===== src/rtl/uart_loader_pkg.sv =====
// Shared types and constants for the serial program loader.
package loader_pkg;
  localparam int BYTE_W = 8;
  localparam int WORD_W = 16;
  localparam logic [BYTE_W-1:0] SYNC_BYTE_DEF = 8'hA5;

  typedef enum logic [2:0] {
    ST_IDLE,
    ST_ADDR_LO,
    ST_ADDR_HI,
    ST_LEN_LO,
    ST_LEN_HI,
    ST_DATA_LO,
    ST_DATA_HI,
    ST_CSUM
  } state_e;
endpackage


===== src/rtl/uart_loader_rx_byte_strobe.sv =====
// Turns the receiver's byte-valid level into a one-cycle strobe and counts
// idle clocks since the last byte; timeout holds until a byte or clear.
module rx_byte_strobe #(
  parameter int TIMEOUT_CLKS = 500000
) (
  input  logic clk,
  input  logic rst,
  input  logic rx_ready,
  input  logic clear,
  output logic byte_stb,
  output logic timeout
);
  localparam int CW = $clog2(TIMEOUT_CLKS + 1);

  logic          rx_ready_q;
  logic [CW-1:0] cnt_q, cnt_d;

  assign byte_stb = rx_ready & ~rx_ready_q;
  assign timeout  = (cnt_q == CW'(TIMEOUT_CLKS));

  // Saturates at the limit so the flag stays up until the FSM reacts.
  always_comb begin
    cnt_d = cnt_q;
    if (byte_stb || clear) cnt_d = '0;
    else if (!timeout)     cnt_d = cnt_q + CW'(1);
  end

  always_ff @(posedge clk or posedge rst) begin
    if (rst) begin
      rx_ready_q <= 1'b0;
      cnt_q      <= '0;
    end else begin
      rx_ready_q <= rx_ready;
      cnt_q      <= cnt_d;
    end
  end
endmodule


===== src/rtl/uart_loader.sv =====
// Parses framed load packets from the UART receiver and writes 16-bit words
// to memory, holding the CPU in reset while a packet is in flight.
module uart_loader
  import loader_pkg::*;
#(
  parameter int               ADDR_WIDTH   = 16,
  parameter int               DATA_WIDTH   = 16,
  parameter int               TIMEOUT_CLKS = 500000,
  parameter logic [BYTE_W-1:0] SYNC_BYTE   = SYNC_BYTE_DEF
) (
  input  logic                  clk,
  input  logic                  rst,
  input  logic [BYTE_W-1:0]     rx_data,
  input  logic                  rx_ready,
  output logic [ADDR_WIDTH-1:0] mem_addr,
  output logic [DATA_WIDTH-1:0] mem_data,
  output logic                  mem_we,
  output logic                  cpu_hold,
  output logic                  done,
  output logic                  err
);
  logic byte_stb, timeout;

  state_e              state_q, state_d;
  logic [WORD_W-1:0]   base_q, base_d, len_q, len_d, idx_q, idx_d;
  logic [BYTE_W-1:0]   lo_q, lo_d, csum_q, csum_d;
  logic [ADDR_WIDTH-1:0] addr_q, addr_d;
  logic [DATA_WIDTH-1:0] data_q, data_d;
  logic                we_q, we_d, hold_q, hold_d, done_q, done_d, err_q, err_d;
  logic [WORD_W-1:0]   len_new;

  rx_byte_strobe #(.TIMEOUT_CLKS(TIMEOUT_CLKS)) u_stb (
    .clk      (clk),
    .rst      (rst),
    .rx_ready (rx_ready),
    .clear    (state_q == ST_IDLE),
    .byte_stb (byte_stb),
    .timeout  (timeout)
  );

  assign len_new = {rx_data, len_q[BYTE_W-1:0]};

  always_comb begin
    state_d = state_q;
    base_d  = base_q;
    len_d   = len_q;
    idx_d   = idx_q;
    lo_d    = lo_q;
    csum_d  = csum_q;
    addr_d  = addr_q;
    data_d  = data_q;
    we_d    = 1'b0;
    hold_d  = hold_q;
    done_d  = 1'b0;
    err_d   = err_q;
    if (byte_stb) begin
      if (state_q != ST_IDLE && state_q != ST_CSUM) csum_d = csum_q + rx_data;
      unique case (state_q)
        ST_IDLE: if (rx_data == SYNC_BYTE) begin
          state_d = ST_ADDR_LO;
          err_d   = 1'b0;
          csum_d  = '0;
          hold_d  = 1'b1;
        end
        ST_ADDR_LO: begin base_d[BYTE_W-1:0] = rx_data; state_d = ST_ADDR_HI; end
        ST_ADDR_HI: begin base_d[WORD_W-1:BYTE_W] = rx_data; state_d = ST_LEN_LO; end
        ST_LEN_LO:  begin len_d[BYTE_W-1:0] = rx_data; state_d = ST_LEN_HI; end
        ST_LEN_HI: begin
          len_d   = len_new;
          idx_d   = '0;
          state_d = (len_new == '0) ? ST_CSUM : ST_DATA_LO;
        end
        ST_DATA_LO: begin lo_d = rx_data; state_d = ST_DATA_HI; end
        ST_DATA_HI: begin
          data_d  = DATA_WIDTH'({rx_data, lo_q});
          addr_d  = ADDR_WIDTH'(base_q) + ADDR_WIDTH'(idx_q);
          we_d    = 1'b1;
          idx_d   = idx_q + 16'd1;
          state_d = (idx_q + 16'd1 == len_q) ? ST_CSUM : ST_DATA_LO;
        end
        ST_CSUM: begin
          if (rx_data == csum_q) done_d = 1'b1;
          else                   err_d  = 1'b1;
          state_d = ST_IDLE;
          hold_d  = 1'b0;
        end
        default: state_d = ST_IDLE;
      endcase
    end else if (timeout && state_q != ST_IDLE) begin
      state_d = ST_IDLE;
      err_d   = 1'b1;
      hold_d  = 1'b0;
    end
  end

  always_ff @(posedge clk or posedge rst) begin
    if (rst) begin
      state_q <= ST_IDLE;
      base_q  <= '0;
      len_q   <= '0;
      idx_q   <= '0;
      lo_q    <= '0;
      csum_q  <= '0;
      addr_q  <= '0;
      data_q  <= '0;
      we_q    <= 1'b0;
      hold_q  <= 1'b0;
      done_q  <= 1'b0;
      err_q   <= 1'b0;
    end else begin
      state_q <= state_d;
      base_q  <= base_d;
      len_q   <= len_d;
      idx_q   <= idx_d;
      lo_q    <= lo_d;
      csum_q  <= csum_d;
      addr_q  <= addr_d;
      data_q  <= data_d;
      we_q    <= we_d;
      hold_q  <= hold_d;
      done_q  <= done_d;
      err_q   <= err_d;
    end
  end

  assign mem_addr = addr_q;
  assign mem_data = data_q;
  assign mem_we   = we_q;
  assign cpu_hold = hold_q;
  assign done     = done_q;
  assign err      = err_q;
endmodule


===== config.mk =====
export PLATFORM = sky130hd
export DESIGN_NAME = uart_loader
export DESIGN_NICKNAME = d
export VERILOG_FILES = /design/src/rtl/uart_loader_pkg.sv /design/src/rtl/uart_loader_rx_byte_strobe.sv /design/src/rtl/uart_loader.sv
export SDC_FILE = /design/constraint.sdc
export NUM_CORES = 1
export LEC_CHECK = 0
export BUFFER_PORTS_ARGS = -buffer_cell sky130_fd_sc_hd__buf_2
export CAP_MARGIN = 20
export CORE_MARGIN = 2
export CORE_UTILIZATION = 55
export CTS_CLUSTER_DIAMETER = 120
export CTS_CLUSTER_SIZE = 24
export DETAILED_ROUTE_END_ITERATION = 10
export PLACE_DENSITY = 0.82
export SLEW_MARGIN = 20
export SYNTH_ARGS = -nofsm -noshare
export SYNTH_HDL_FRONTEND = slang
export SYNTH_SLANG_ARGS = --single-unit

===== constraint.sdc =====
create_clock -name clk -period 3.3 [get_ports clk]
set_input_delay 0.165 -clock clk [delete_from_list [all_inputs] [get_ports clk]]
set_output_delay 0.165 -clock clk [all_outputs]
set_load 0.02 [all_outputs]

After elaboration in Yosys (flattened, before gate mapping)
Index checks and enable logic that the tools add are counted.
{"block": "word_totals", "reg_bits": 123, "inputBits": 11, "output_inout_bits": 36, "word_cells": 82}
{"block": "classes", "addsub": 4, "n_eq_ne": 16, "mux": 26, "n_bitwise": 2, "n_reduce_logical": 18}
{"op": "2-to-1 mux 19 bit", "count": 2}
{"op": "one-hot mux 16 bit (2 select lines)", "count": 1}
{"op": "2-to-1 mux 8 bit", "count": 3}
{"op": "one-hot mux 3 bit (8 select lines)", "count": 1}
{"op": "adder 19 x 1 -> 19 bit (second input constant)", "count": 1}
{"op": "equality test 19 bit (second input constant)", "count": 1}
{"op": "adder 16 x 1 -> 16 bit (second input constant)", "count": 1}
{"op": "adder 16 bit", "count": 1}
{"op": "equality test 16 bit", "count": 1}
{"op": "zero test 16 bit", "count": 1}
{"op": "AND reduction 2 bit", "count": 8}
{"op": "equality test 3 bit (second input constant)", "count": 4}
{"op": "2-to-1 mux 1 bit", "count": 12}
{"op": "2-to-1 mux 3 bit", "count": 3}
{"op": "!= test 3 bit (second input constant)", "count": 3}
{"op": "adder 8 bit", "count": 1}
{"op": "equality test 8 bit", "count": 1}
{"op": "equality test 8 bit (second input constant)", "count": 1}
{"op": "equality test 3 x 2 -> 1 bit (second input constant)", "count": 2}
{"op": "2-to-1 mux 2 bit", "count": 2}
{"op": "one-hot mux 1 bit (2 select lines)", "count": 2}
{"op": "AND reduction 4 bit", "count": 1}
{"op": "nonzero test 2 bit", "count": 2}
{"op": "equality test 3 x 1 -> 1 bit (second input constant)", "count": 1}
{"op": "9 further kinds", "count": 10}

Longest topological paths before layout
{"block": "logic_depth", "word_depth": 5, "ltp_mapped": 9, "depth_no_buf": 9}

Modules after synthesis
A second synthesis with hierarchy kept.
{"block": "unflattened", "hier_cells": 674, "area_unflattened_um2": 6611.3}
{"module": "uart_loader", "instances": 1, "cells_per_inst": 562, "area_each_um2": 5575.3, "seq_area_each_um2": 2577.5}
{"module": "rx_byte_strobe", "instances": 1, "cells_per_inst": 112, "area_each_um2": 1036.0, "seq_area_each_um2": 500.5}

Worst setup path after synthesis
Ideal clock, no wire load.
{"block": "synth_timing", "path_type": "register to register", "start": "register idx_q[4]", "end": "register addr_q[15] (netlist: mem_addr[15])", "setup_ns": 0.125, "arrival_time_ns": 2.066, "required_time_ns": 3.175, "slack_ns": 1.109, "path_stages_with_launch": 8, "n_path_buf": 0, "synth_period_minus_slack_ns": 2.191, "cell_sequence": "dfrtp_1 ha_1 a21oi_1 o211ai_1 o211ai_1 a31oi_1 a221oi_1 mux2_2"}
{"block": "synth_via", "elab_chain_len": 1}
{"element": "start, declared", "line": "uart_loader.sv:25", "rtl": "logic [WORD_W-1:0] base_q, base_d, len_q, len_d, idx_q, idx_d;"}
{"element": "start signal, assigned", "line": "uart_loader.sv:114", "rtl": "idx_q <= idx_d;"}
{"element": "adder 16 bit", "line": "uart_loader.sv:76", "rtl": "addr_d = ADDR_WIDTH'(base_q) + ADDR_WIDTH'(idx_q);"}
{"element": "end signal, assigned", "line": "uart_loader.sv:117", "rtl": "addr_q <= addr_d;"}
{"element": "end, declared", "line": "uart_loader.sv:27", "rtl": "logic [ADDR_WIDTH-1:0] addr_q, addr_d;"}
Every way passes these cells.
A chain may end at the register's enable or synchronous reset.

Worst setup path in the final report
Ends and elaborated chain as after synthesis.

==> reports/qor.yml <==
outcome: "completed"
fp.coreArea_sq_um: 11900
crit_path_max_incr_delay_ps: 640
ir_drop_mv: 0.365
dp_hpwl_microns: 9960
synth-xor-area-share_pct: 7.30
critical_path.startpoint_type: "flop"
cts_hold_buf: 2
ys_seq_area_share_pct: 46.6
die_w_microns: 114
ys.flop_type: "dfrtp_1"
cp_common_cell: "o211ai_1"
worst_slew_pin_slew_ps: 853
synth-simple-area-share_pct: 18.3
post_cts_resized: 0
hold_viol: 0
final_area_sq_um: 7570
fin_nets: 752
ys_ff_latch: 123
timing.rr.start: "idx_q[4]$_DFFE_PP0P_"
synth_fp_nets: 706
cts_setup_buffers: 0
synth-adder-area-share_pct: 5.34
yosysWarningCount: 0
die_height_microns: 114
num_rows: 40
layout_commonest_cell: "dfrtp_1"
cts_buffer_depth: 2
critPathKind: "flop to flop"
rrSetupSlack_ps: 430
overflow: 0
drc: 0
place_area_sq_um: 6960
synth_top_family_by_area: "simple AND/OR/NAND/NOR gates"
critPathArrivalTime_ps: 3170
drive_gt1_share_pct: 18.0
num-fill-cells: 904
final-max-slew-violation-count: 0
syn_area_sq_um: 6600
synth.avg_cell_area_sq_um: 9.88
wl_microns: 15200
r2r.worst_path.cells: 7
cts_tree: "done"
cts-root-buf: "clkbuf_16"
fin_worst_skew_ps: 7.69
cts_buffers: 17
wl_per_cell_microns: 17.4
r2r_end: "mem_addr[15]$_DFFE_PP0P_"
setup.worst_path.start: "idx_q[4]$_DFFE_PP0P_"
path_clk_slew_ps: 60
hold_ws_ps: 105
postSynth.asyncResetShare_pct: 100
synthTopCellsByArea: "dfrtp_1, mux2_2, nand2_1"
setup_viol: 0
slew_headroom_pct: 42.8
avgViaCountPerCell: 5.96
power.density_nw_per_um2: 838
vias: 5212
grt_antenna_before_repair: 0
fmax_mhz: 348
grt_max_degree: 124
rsz0062_at_grt: "no"
post-route-period-util_pct: 87.0
htree_levels: 4
pin_count: 47
die_area_sq_um: 12900
cts.sinks: 123
maxCapViolCount: 0
setup_tns_ps: 0
p_leak_nw: 3.50
antenna_cells: 0
area_growth_pct: 14.6
synth_edf_count: 0
hold_class: "input pin to flop"
cp_max_fo: 15
crit_required_ps: 3600
crit_path_cell_trace: "ha_1 > a21oi_1 > o211ai_1 > o211ai_1 > a31oi_1 > a221oi_1 > mux2_2"
start_util_pct: 55.7
final_cell_mix: "dfrtp_1, nand2_1, nor2_1"
syn_inst: 668
antenna_left: 0
clk_latency_ps: 410
numPortBuffers: 46
slowest_stage: "dfrtp_1"
grt_pass1_vias: 5171
final_core_util_pct: 63.8
crit_path_end: "mem_addr[15]$_DFFE_PP0P_"
ys_types: 61
synth_compound_area_share_pct: 12.5
grt_pass1_wl_microns: 25200
finalWeightedCongestion: 0.907
yosysTopAreaCellShare_pct: 46.6
hp-start: "rx_data[0]"
track_usage_pct: 24.8
yosys.area.top_type: "dfrtp_1"
period_needed_ps: 2870
worstSetupEndpointType: "flop"
drtIter0Drc: 353
muxShareOfSynthArea_pct: 7.13
first_pass_iters: 5
-- critical path, delay by kind of cell, from the launching register on --
kind            cells  cell delay (ps)
flops               1              640
mux                 1              370
fa+ha+maj           1              400
compound gates      5             1350
-- cells in the mapped netlist (all sizes together) (14+ instances only) --
master and number:
mux2 40, a21oi 25, nor2 48, nand2 104, xor2 29, o21ai 38
xnor2 26, dfrtp 123, ha 25, nor3 14, inv 15, clkbuf 19
nand3 22
-- metrics by stage --
stage	setup WS [ps]	power [W]	cells
finish	429	0.00634	874
floorplan	1110	0.00392	668
detailed placement	511	0.00450	840
CTS	465	0.00636	874
global placement	738	0.00436	840
global route	217	0.00672	874
-- per-layer routing --
| metal | wire length (microns) | share of wire [%] | GRT usage [%] | up-vias |
|---|---|---|---|---|
| met1 | 6400 | 42 | 31.9 | 2535 |
| met4 | 462 | 3.0 | 11.5 | 0 |
| li1 | - | - | - | 2460 |
| met5 | 0 | 0 | 0 | - |
| met2 | 7480 | 49 | 41.0 | 170 |
| met3 | 863 | 5.7 | 4.57 | 47 |
-- registers in the layout, indices dropped and copies added, names as in the netlist --
name / count
len_q: 16
done: 1
state_q: 3
csum_q: 8
cpu_hold: 1
err: 1
idx_q: 16
u_stb.rx_ready_q: 1
lo_q: 8
mem_addr: 16
mem_data: 16
mem_we: 1
base_q: 16
u_stb.cnt_q: 19
-- cell families after synthesis --
| group | count (synthesis) |
|---|---|
| and+or+nand+nor | 250 |
| AOI/OAI and AO/OA | 127 |
| DFF | 123 |
| xor gates and xnor gates | 55 |
| buffers and inverters | 44 |
| muxes | 42 |
| adders and majority gates | 27 |
-- power by group --
part / internal (W) / switching [W] / total [W]
sequential: 0.00199 / 0.000377 / 0.00237
clock: 0.00117 / 0.000655 / 0.00182
combinational: 0.000926 / 0.00122 / 0.00215
-- cell type report --
class | instances | area [sq um] | share of cell area [%]
sequential | 123 | 3080 | 40.7
timing repair buffer | 54 | 308 | 4.07
inverter | 17 | 67.6 | 0.893
clock inverter | 10 | 116 | 1.54
multi-input combinational | 501 | 3340 | 44.1
clock buffer | 22 | 474 | 6.26
tap | 147 | 184 | 2.43
-- worst min path at each step --
stage                            endpoint  slack (ps)  cells past startpoint
2_1_floorplan  u_stb.rx_ready_q$_DFF_PP0_         200                      0
3_3_place_gp   u_stb.rx_ready_q$_DFF_PP0_         310                      1
3_5_place_dp   u_stb.rx_ready_q$_DFF_PP0_         320                      1
4_1_cts           mem_data[8]$_DFFE_PP0P_         100                      3
5_1_grt          mem_data[12]$_DFFE_PP0P_         120                      3
6_report          mem_data[8]$_DFFE_PP0P_         110                      3
Power figures use the tool's default switching activity.
